**src/rtl/mcp_core.sv**
```systemverilog
`default_nettype none
// ---------------------------------------------------------------------------
// Module  : mcp_core
// Brief   : three-port instruction queue executing one op per cycle, in fixed
//           priority, on a shared 16x8 register file and 256x8 data memory.
// Rev     : 1.0  initial release
// ---------------------------------------------------------------------------
module mcp_core #(
  parameter int NREGS     = 16,
  parameter int MEM_DEPTH = 256
) (
  input  logic        clk,
  input  logic        rst_n,
  input  logic        start1,
  input  logic        start2,
  input  logic        start3,
  input  logic [27:0] inst1,
  input  logic [27:0] inst2,
  input  logic [27:0] inst3,
  output logic        done,
  output logic [7:0]  reg_out,
  output logic [7:0]  mem_out
);

  localparam logic [3:0] c_OP_ADD   = 4'h1;
  localparam logic [3:0] c_OP_SUB   = 4'h2;
  localparam logic [3:0] c_OP_AND   = 4'h3;
  localparam logic [3:0] c_OP_OR    = 4'h4;
  localparam logic [3:0] c_OP_XOR   = 4'h5;
  localparam logic [3:0] c_OP_ADDI  = 4'h6;
  localparam logic [3:0] c_OP_MOVI  = 4'h7;
  localparam logic [3:0] c_OP_LOAD  = 4'h8;
  localparam logic [3:0] c_OP_STORE = 4'h9;

  logic [7:0]  r_regs [NREGS];
  logic [7:0]  r_mem  [MEM_DEPTH];
  logic [27:0] r_inst [3];
  logic [2:0]  r_pend;
  logic        r_done;
  logic [7:0]  r_reg_out;
  logic [7:0]  r_mem_out;

  logic [2:0]  w_start;
  logic [27:0] w_inst_in [3];
  logic [2:0]  w_exec_oh;
  logic        w_exec;
  logic [27:0] w_cur;
  logic [3:0]  w_op, w_rd, w_rs1, w_rs2;
  logic [7:0]  w_imm, w_a, w_b, w_ld;
  logic        w_reg_we, w_mem_we, w_mem_hit;
  logic [7:0]  w_reg_val, w_mem_val;
  logic [2:0]  w_cap, w_pend_nxt;
  logic        w_unused;

  assign w_start      = {start3, start2, start1};
  assign w_inst_in[0] = inst1;
  assign w_inst_in[1] = inst2;
  assign w_inst_in[2] = inst3;

  // Lowest pending slot wins: isolate the least-significant set bit.
  assign w_exec_oh = r_pend & ~(r_pend - 3'd1);
  assign w_exec    = |r_pend;

  always_comb begin
    w_cur = '0;
    for (int i = 0; i < 3; i++) begin
      if (w_exec_oh[i]) w_cur = r_inst[i];
    end
  end

  assign w_op     = w_cur[27:24];
  assign w_rd     = w_cur[23:20];
  assign w_rs1    = w_cur[19:16];
  assign w_rs2    = w_cur[15:12];
  assign w_imm    = w_cur[11:4];
  assign w_unused = ^w_cur[3:0];
  assign w_a      = r_regs[w_rs1];
  assign w_b      = r_regs[w_rs2];
  assign w_ld     = r_mem[w_imm];

  always_comb begin
    w_reg_we  = 1'b0;
    w_reg_val = '0;
    w_mem_we  = 1'b0;
    w_mem_hit = 1'b0;
    w_mem_val = '0;
    if (w_exec) begin
      case (w_op)
        c_OP_ADD:   begin w_reg_we = 1'b1; w_reg_val = w_a + w_b; end
        c_OP_SUB:   begin w_reg_we = 1'b1; w_reg_val = w_a - w_b; end
        c_OP_AND:   begin w_reg_we = 1'b1; w_reg_val = w_a & w_b; end
        c_OP_OR:    begin w_reg_we = 1'b1; w_reg_val = w_a | w_b; end
        c_OP_XOR:   begin w_reg_we = 1'b1; w_reg_val = w_a ^ w_b; end
        c_OP_ADDI:  begin w_reg_we = 1'b1; w_reg_val = w_a + w_imm; end
        c_OP_MOVI:  begin w_reg_we = 1'b1; w_reg_val = w_imm; end
        c_OP_LOAD:  begin
          w_reg_we  = 1'b1;
          w_reg_val = w_ld;
          w_mem_hit = 1'b1;
          w_mem_val = w_ld;
        end
        c_OP_STORE: begin
          w_mem_we  = 1'b1;
          w_mem_hit = 1'b1;
          w_mem_val = w_a;
        end
        default: ;
      endcase
    end
  end

  // A slot being drained this edge may be refilled at the same edge.
  assign w_cap      = w_start & (~r_pend | w_exec_oh);
  assign w_pend_nxt = w_cap | (r_pend & ~w_exec_oh);

  always_ff @(posedge clk or negedge rst_n) begin
    if (!rst_n) begin
      for (int i = 0; i < NREGS; i++)     r_regs[i] <= '0;
      for (int i = 0; i < MEM_DEPTH; i++) r_mem[i]  <= '0;
      for (int i = 0; i < 3; i++)         r_inst[i] <= '0;
      r_pend    <= '0;
      r_done    <= 1'b0;
      r_reg_out <= '0;
      r_mem_out <= '0;
    end else begin
      if (w_reg_we) r_regs[w_rd] <= w_reg_val;
      if (w_mem_we) r_mem[w_imm] <= w_mem_val;
      for (int i = 0; i < 3; i++) begin
        if (w_cap[i]) r_inst[i] <= w_inst_in[i];
      end
      r_pend <= w_pend_nxt;
      r_done <= w_exec && (w_pend_nxt == 3'b000);
      if (w_reg_we)  r_reg_out <= w_reg_val;
      if (w_mem_hit) r_mem_out <= w_mem_val;
    end
  end

  assign done    = r_done;
  assign reg_out = r_reg_out;
  assign mem_out = r_mem_out;

endmodule
`default_nettype wire

```
**config.mk**
```make
export PLATFORM = sky130hd
export DESIGN_NAME = mcp_core
export DESIGN_NICKNAME = d
export VERILOG_FILES = /design/src/rtl/mcp_core.sv
export SDC_FILE = /design/constraint.sdc
export NUM_CORES = 2
export LEC_CHECK = 0
export BUFFER_PORTS_ARGS = -buffer_cell sky130_fd_sc_hd__buf_2
export CORE_AREA = 2 2 297 593
export DETAILED_ROUTE_END_ITERATION = 8
export DIE_AREA = 0 0 299 595
export PLACE_DENSITY = 0.76
export SKIP_LAST_GASP = 1
export SYNTH_ARGS = -nofsm -noshare
export SYNTH_HDL_FRONTEND = slang
export SYNTH_SLANG_ARGS = --single-unit
export TNS_END_PERCENT = 10
```
**constraint.sdc**
```tcl
create_clock -name clk -period 6.75 [get_ports clk]
set_input_delay 0.3375 -clock clk [delete_from_list [all_inputs] [get_ports clk]]
set_output_delay 0.3375 -clock clk [all_outputs]
set_load 0.01 [all_outputs]
```
Yosys cells after proc, flatten, opt, wreduce, memory -nomap -nowiden
Cells that the tools add are included.

Bits in registers: 2280. Input port bits: 89. Output and inout port bits: 17. Word-level logic and storage cells: 348.

$add $sub $neg: 4. Order comparisons: 6. Equality and inequality tests: 9. Mux-type cells: 28. Bitwise gates (word level): 15. Reduce and logical (&&, ||, !) cells: 7.

Operator list (count): $bwmux W2048 (1); $bwmux W128 (1); $mux W28 (3); $mux W8 (10); $bmux W8 S4 (2); $bmux W8 S8 (1); $demux W8 S8 (1); $pmux W8 S8 (1); $demux W8 S4 (1); $add A8 B8 Y8 (2); $eq A4 B3 Y1 const B (4); $pmux W8 S2 (1); $ge A5 B5 Y1 const B (3); $not A4 Y5 (3); $and A3 B3 Y3 (3); $ge A9 B9 Y1 const B (1); $lt A9 B1 Y1 const B (1); $not A3 Y3 (3); $not A8 Y9 (1); $and A8 B8 Y8 (1); $eq A4 B2 Y1 const B (2); $eq A4 B4 Y1 const B (2); $or A8 B8 Y8 (1); $reduce_or A8 Y1 (1); 11 further kinds (19).

Depth between registers and ports, before layout
Word-level depth: 14. Gate-level depth with buffers: 29.

Worst setup path before layout
Ideal clock, no wire load.

Kind: flip-flop to flip-flop. Start point: reg r_pend[0]. End point: reg r_regs[103] (netlist bit). Library setup time: 0.125 ns. Data arrival time: 4.771 ns. Data required time: 6.625 ns. Slack: 1.854 ns. Stages on the path, launching flop included: 29. Path buffers: 5. Period minus slack after synthesis: 4.896 ns. Cells stage by stage: dfrtp_1 -> buf_4 -> buf_6 -> a21oi_2 -> a21boi_1 -> clkbuf_1 -> buf_2 -> a21oi_1 -> a22oi_1 -> a22oi_1 -> nand2_1 -> inv_1 -> ha_1 -> inv_1 -> nor3_1 -> nor3_1 -> a21oi_1 -> o22ai_1 -> ha_1 -> a21oi_1 -> o211ai_1 -> o211ai_1 -> xnor2_1 -> xnor2_1 -> o32ai_1 -> a32oi_1 -> nand4_2 -> buf_2 -> mux2_2.

Word-level cells in the longest chain between the ends: 14.

Ends and longest elaborated chain: start, declared (RTL line 38) `logic [2:0] r_pend;`; start signal, assigned (RTL line 131) `r_pend <= w_pend_nxt;`; $sub A3 B1 Y3 (RTL line 61) `assign w_exec_oh = r_pend & ~(r_pend - 3'd1);`; $not A3 Y3 (RTL line 61); $and A3 B3 Y3 (RTL line 61); $mux W28 (3 in a row) (RTL line 67) `if (w_exec_oh[i]) w_cur = r_inst[i];`; $not A4 Y5, on equally long branches (RTL line 77, 78); $bmux W8 S4, on equally long branches (RTL line 77, 78); $mux W8, on equally long branches (2 in a row) (RTL line 77, 78); $add A8 B8 Y8 (tied with other cells) (RTL line 94) `c_OP_ADDI: begin w_reg_we = 1'b1; w_reg_val = w_a + w_imm; end`; $pmux W8 S8 (RTL line 88) `case (w_op)`; $mux W8 (RTL line 87) `if (w_exec) begin`; $bwmux W128 (RTL line 126) `if (w_reg_we) r_regs[w_rd] <= w_reg_val;`; end signal, assigned by index (RTL line 126); end, declared (RTL line 35) `logic [7:0] r_regs [NREGS];`.

Several ways; a longest one is shown, not always the timed one. The select of a mux whose other input is x is not followed. A chain may end at the register's enable or synchronous reset.

Worst setup path in the final report
Start point: reg r_pend[0]. End point: reg r_regs[11] (netlist bit).

Same word-level chain as after synthesis.

==> metrics.yaml <==
gp_congestion: 0.952
vias_per_cell: 6.42
yosysWarnings: 0
path_buf_inv: 5
startpoint_type: "register"
synth-simple-area-share_pct: 13.5
start_util_pct: 59.6
yosysTopAreaCell: "dfrtp_1"
crit_start: "r_pend[0]"
maxCapViolCount: 1
grt_max_degree: 222
syn-mean-instance-area_um2: 10.2
cts_resized: 0
hold_violations: 0
setup_tns_ns: 0
antenna_found_initial: 10
synthCells: 10100
ant_nets: 0
worstPathCellList: "buf_4 -> a21o_1 -> o21a_4 -> buf_12 -> buf_4 -> buf_4 -> mux4_2 -> mux2i_1 -> o21ai_0 -> nor2_1 -> o21ai_0 -> nand4_1 -> and4_1 -> buf_4 -> a21oi_1"
hp-class: "in -> async"
crit_path_end_kind: "register"
path_clk_slew_ns: 0.07
slew_headroom_pct: -3.24
dr.pass1.iters: 9
root_buffer: "clkbuf_16"
fmax_ghz: 0.151
cts_tree: "done"
crit_fanout: 42
cpMostUsedCell: "buf_4"
syn_nets: 10200
irDropWorstVdd_mv: 0.229
synth_top_area_share_pct: 54.8
syn-cell-area_um2: 104000
route.detailed.drc: 10
clk_latency_ns: 0.87
clk_path_buf_depth: 4
synth_top_family_by_area: "compound AO/OA/AOI/OAI gates"
ys_seq_elements: 2268
postSynth.asyncResetShare_pct: 100
nNetsFinal: 10000
leakagePower_nw: 48.5
final-setup-viol-count: 0
cp.required_ns: 7.53
synth_edf_count: 0
core_area_um2: 174000
pin_count: 106
finalCritPeriodShare_pct: 98.1
regToRegStartpoint: "r_pend[0]"
synthAdderAreaFrac_pct: 0.309
synth-xor-area-share_pct: 0.0930
finClkSkew_ns: 0.0538
wl_per_cell_um: 25.3
synthMuxAreaShare_pct: 12.5
violations: "DRC, capacitance limit, slew limit"
vias: 79500
first_global_vias: 78000
critPathMaxStageDelay_ns: 0.97
grt_pass1_wl_mm: 481
synth-main-ff-cell: "dfrtp_1"
crit_family: "compound AO/OA/AOI/OAI gates"
synthTopCellsByArea: "dfrtp_1 55%, nand2_1 11%, mux4_2 9.5%, o21ai_0 9.1%, clkbuf_1 2.0%"
grt.total_usage_pct: 35.4
period_minus_slack_ns: 6.62
dieArea_um2: 178000
slew_violations: 2
globalRouteOverflowTotal: 0
synth_compound_area_share_pct: 14.4
reg2reg_slack_ns: 0.13
routed_wl_mm: 313
ys_seq_area_share_pct: 54.8
final_core_util_pct: 65.1
cts_buffers: 201
drt_iter0_drc: 9239
num_rows: 217
area_growth_pct: 9.12
portBuffers: 93
h-tree-depth: 4
cts.sinks: 2268
critPathKind: "reg -> reg"
dpl.hpwl_mm: 200
outcome: "finished, violations left"
die_y_um: 595
slowest_stage: "o21ai_0"
worst_slew_pin_slew_ns: 1.51
synth.distinct_cells: 102
layout_commonest_cell: "nand2_1"
power_density_nw_per_um2: 277
die_x_um: 299
drive_above_1_share_pct: 13.8
arrival_ns: 7.40
final_cell_mix: "2958 x nand2_1, 2266 x dfrtp_1, 1881 x o21ai_0, 436 x mux4_2, 255 x a21oi_1"
rsz0062_at_grt: "false"
path summary, 6_finish.rpt:
path | to | depth (start not counted)
worst max-delay path | r_regs[11] | 15
worst min-delay path | r_mem[1849] | 2
worst max register to register | r_regs[11] | 15
worst min register to register | r_mem[1122] | 2
max in group asynchronous | r_mem[2046] | 4
min in group clk | r_pend[0] | 1
state kept, by name, summed over array words and instances, names as in the netlist:
register	cells
done	1
mem_out	8
r_inst	72
r_mem	2048
r_pend	3
r_regs	128
reg_out	8
final cells by class:
| type | instances | area [µm²] |
|---|---|---|
| fillers | 13100 | 60700 |
| flip-flops and latches | 2268 | 56800 |
| multi-input cells | 6978 | 42700 |
| clock buffers | 278 | 5790 |
| repair buffers | 437 | 3940 |
| well taps | 2299 | 2880 |
| clock inverters | 72 | 875 |
| inverters | 39 | 146 |
| diodes | 9 | 22.5 |
metrics by stage:
| stage | hold WS, ns | total power (W) | cell area [µm²] | std cells | setup WS (ns) |
|---|---|---|---|---|---|
| after floorplan | 0.0419 | 0.0178 | 104000 | 10100 | 1.85 |
| after global placement | 0.401 | 0.0195 | 106000 | 11900 | 0.734 |
| after detailed placement | 0.405 | 0.0195 | 106000 | 11900 | 0.678 |
| after CTS | 0.114 | 0.0313 | 113000 | 12400 | 0.672 |
| after global routing | 0.144 | 0.0323 | 113000 | 12400 | 0.185 |
| final | 0.115 | 0.0314 | 113000 | 12400 | 0.127 |
metal layers:
layer | routed length (µm) | vias up | GRT usage, % | part of all wire, %
met3 | 30700 | 1122 | 8.35 | 9.8
met5 | 207 | - | 0.411 | 0.066
met2 | 143000 | 4273 | 53.8 | 46
met4 | 25200 | 14 | 23.9 | 8.0
li1 | - | 34700 | - | -
met1 | 115000 | 39400 | 45.6 | 37
synthesized netlist by cell type, types with 15 or more instances:
library cell / n
nand2_1: 2964
dfrtp_1: 2268
o21ai_0: 1882
clkbuf_1: 544
mux4_2: 436
a21oi_1: 255
o21ai_1: 219
nor2_1: 197
nand3_1: 162
mux2_2: 131
buf_2: 115
mux2i_1: 105
buf_6: 75
a22oi_1: 61
nand4_1: 53
buf_4: 44
a21oi_2: 39
inv_1: 38
a31oi_1: 36
nor3_1: 31
a211oi_1: 24
ha_1: 24
mux4_1: 24
a221oi_1: 23
buf_1: 22
o21ai_2: 18
a32oi_1: 17
and3_1: 17
o22ai_1: 16
o211ai_1: 15
power breakdown:
| group | total, W | internal (W) | leakage [nW] | switching [W] |
|---|---|---|---|---|
| Combinational | 0.00497 | 0.00167 | 13.9 | 0.00330 |
| Clock | 0.0119 | 0.00664 | 3.28 | 0.00523 |
| Sequential | 0.0145 | 0.0141 | 31.3 | 0.000437 |
| Total | 0.0314 | 0.0224 | 48.5 | 0.00897 |
worst reg2reg max path: stages, from the launching register on:
cell and delay [ns]:
dfrtp_4 0.60, buf_4 0.58, a21o_1 0.25, o21a_4 0.67
buf_12 0.37, buf_4 0.34, buf_4 0.31, mux4_2 0.25
mux2i_1 0.13, o21ai_0 0.52, nor2_1 0.15, o21ai_0 0.97
nand4_1 0.68, and4_1 0.36, buf_4 0.22, a21oi_1 0.19
logic make-up (layout without fill, tap and decap cells):
kind of cell,count (synthesis),in the layout
AO/OA/AOI/OAI,2725,2725
XOR/XNOR,11,11
adder cells (fa/ha/maj),25,25
buffers and inverters,871,826
flip-flops,2268,2268
multiplexers,697,697
other,0,9
AND/OR/NAND/NOR,3520,3520
timing repair:
action	CTS	global route
hold buffers	76	0
hold endpoints to repair	187	0
setup buffers	0	0
Note: power is estimated with default switching activity, not from simulation.
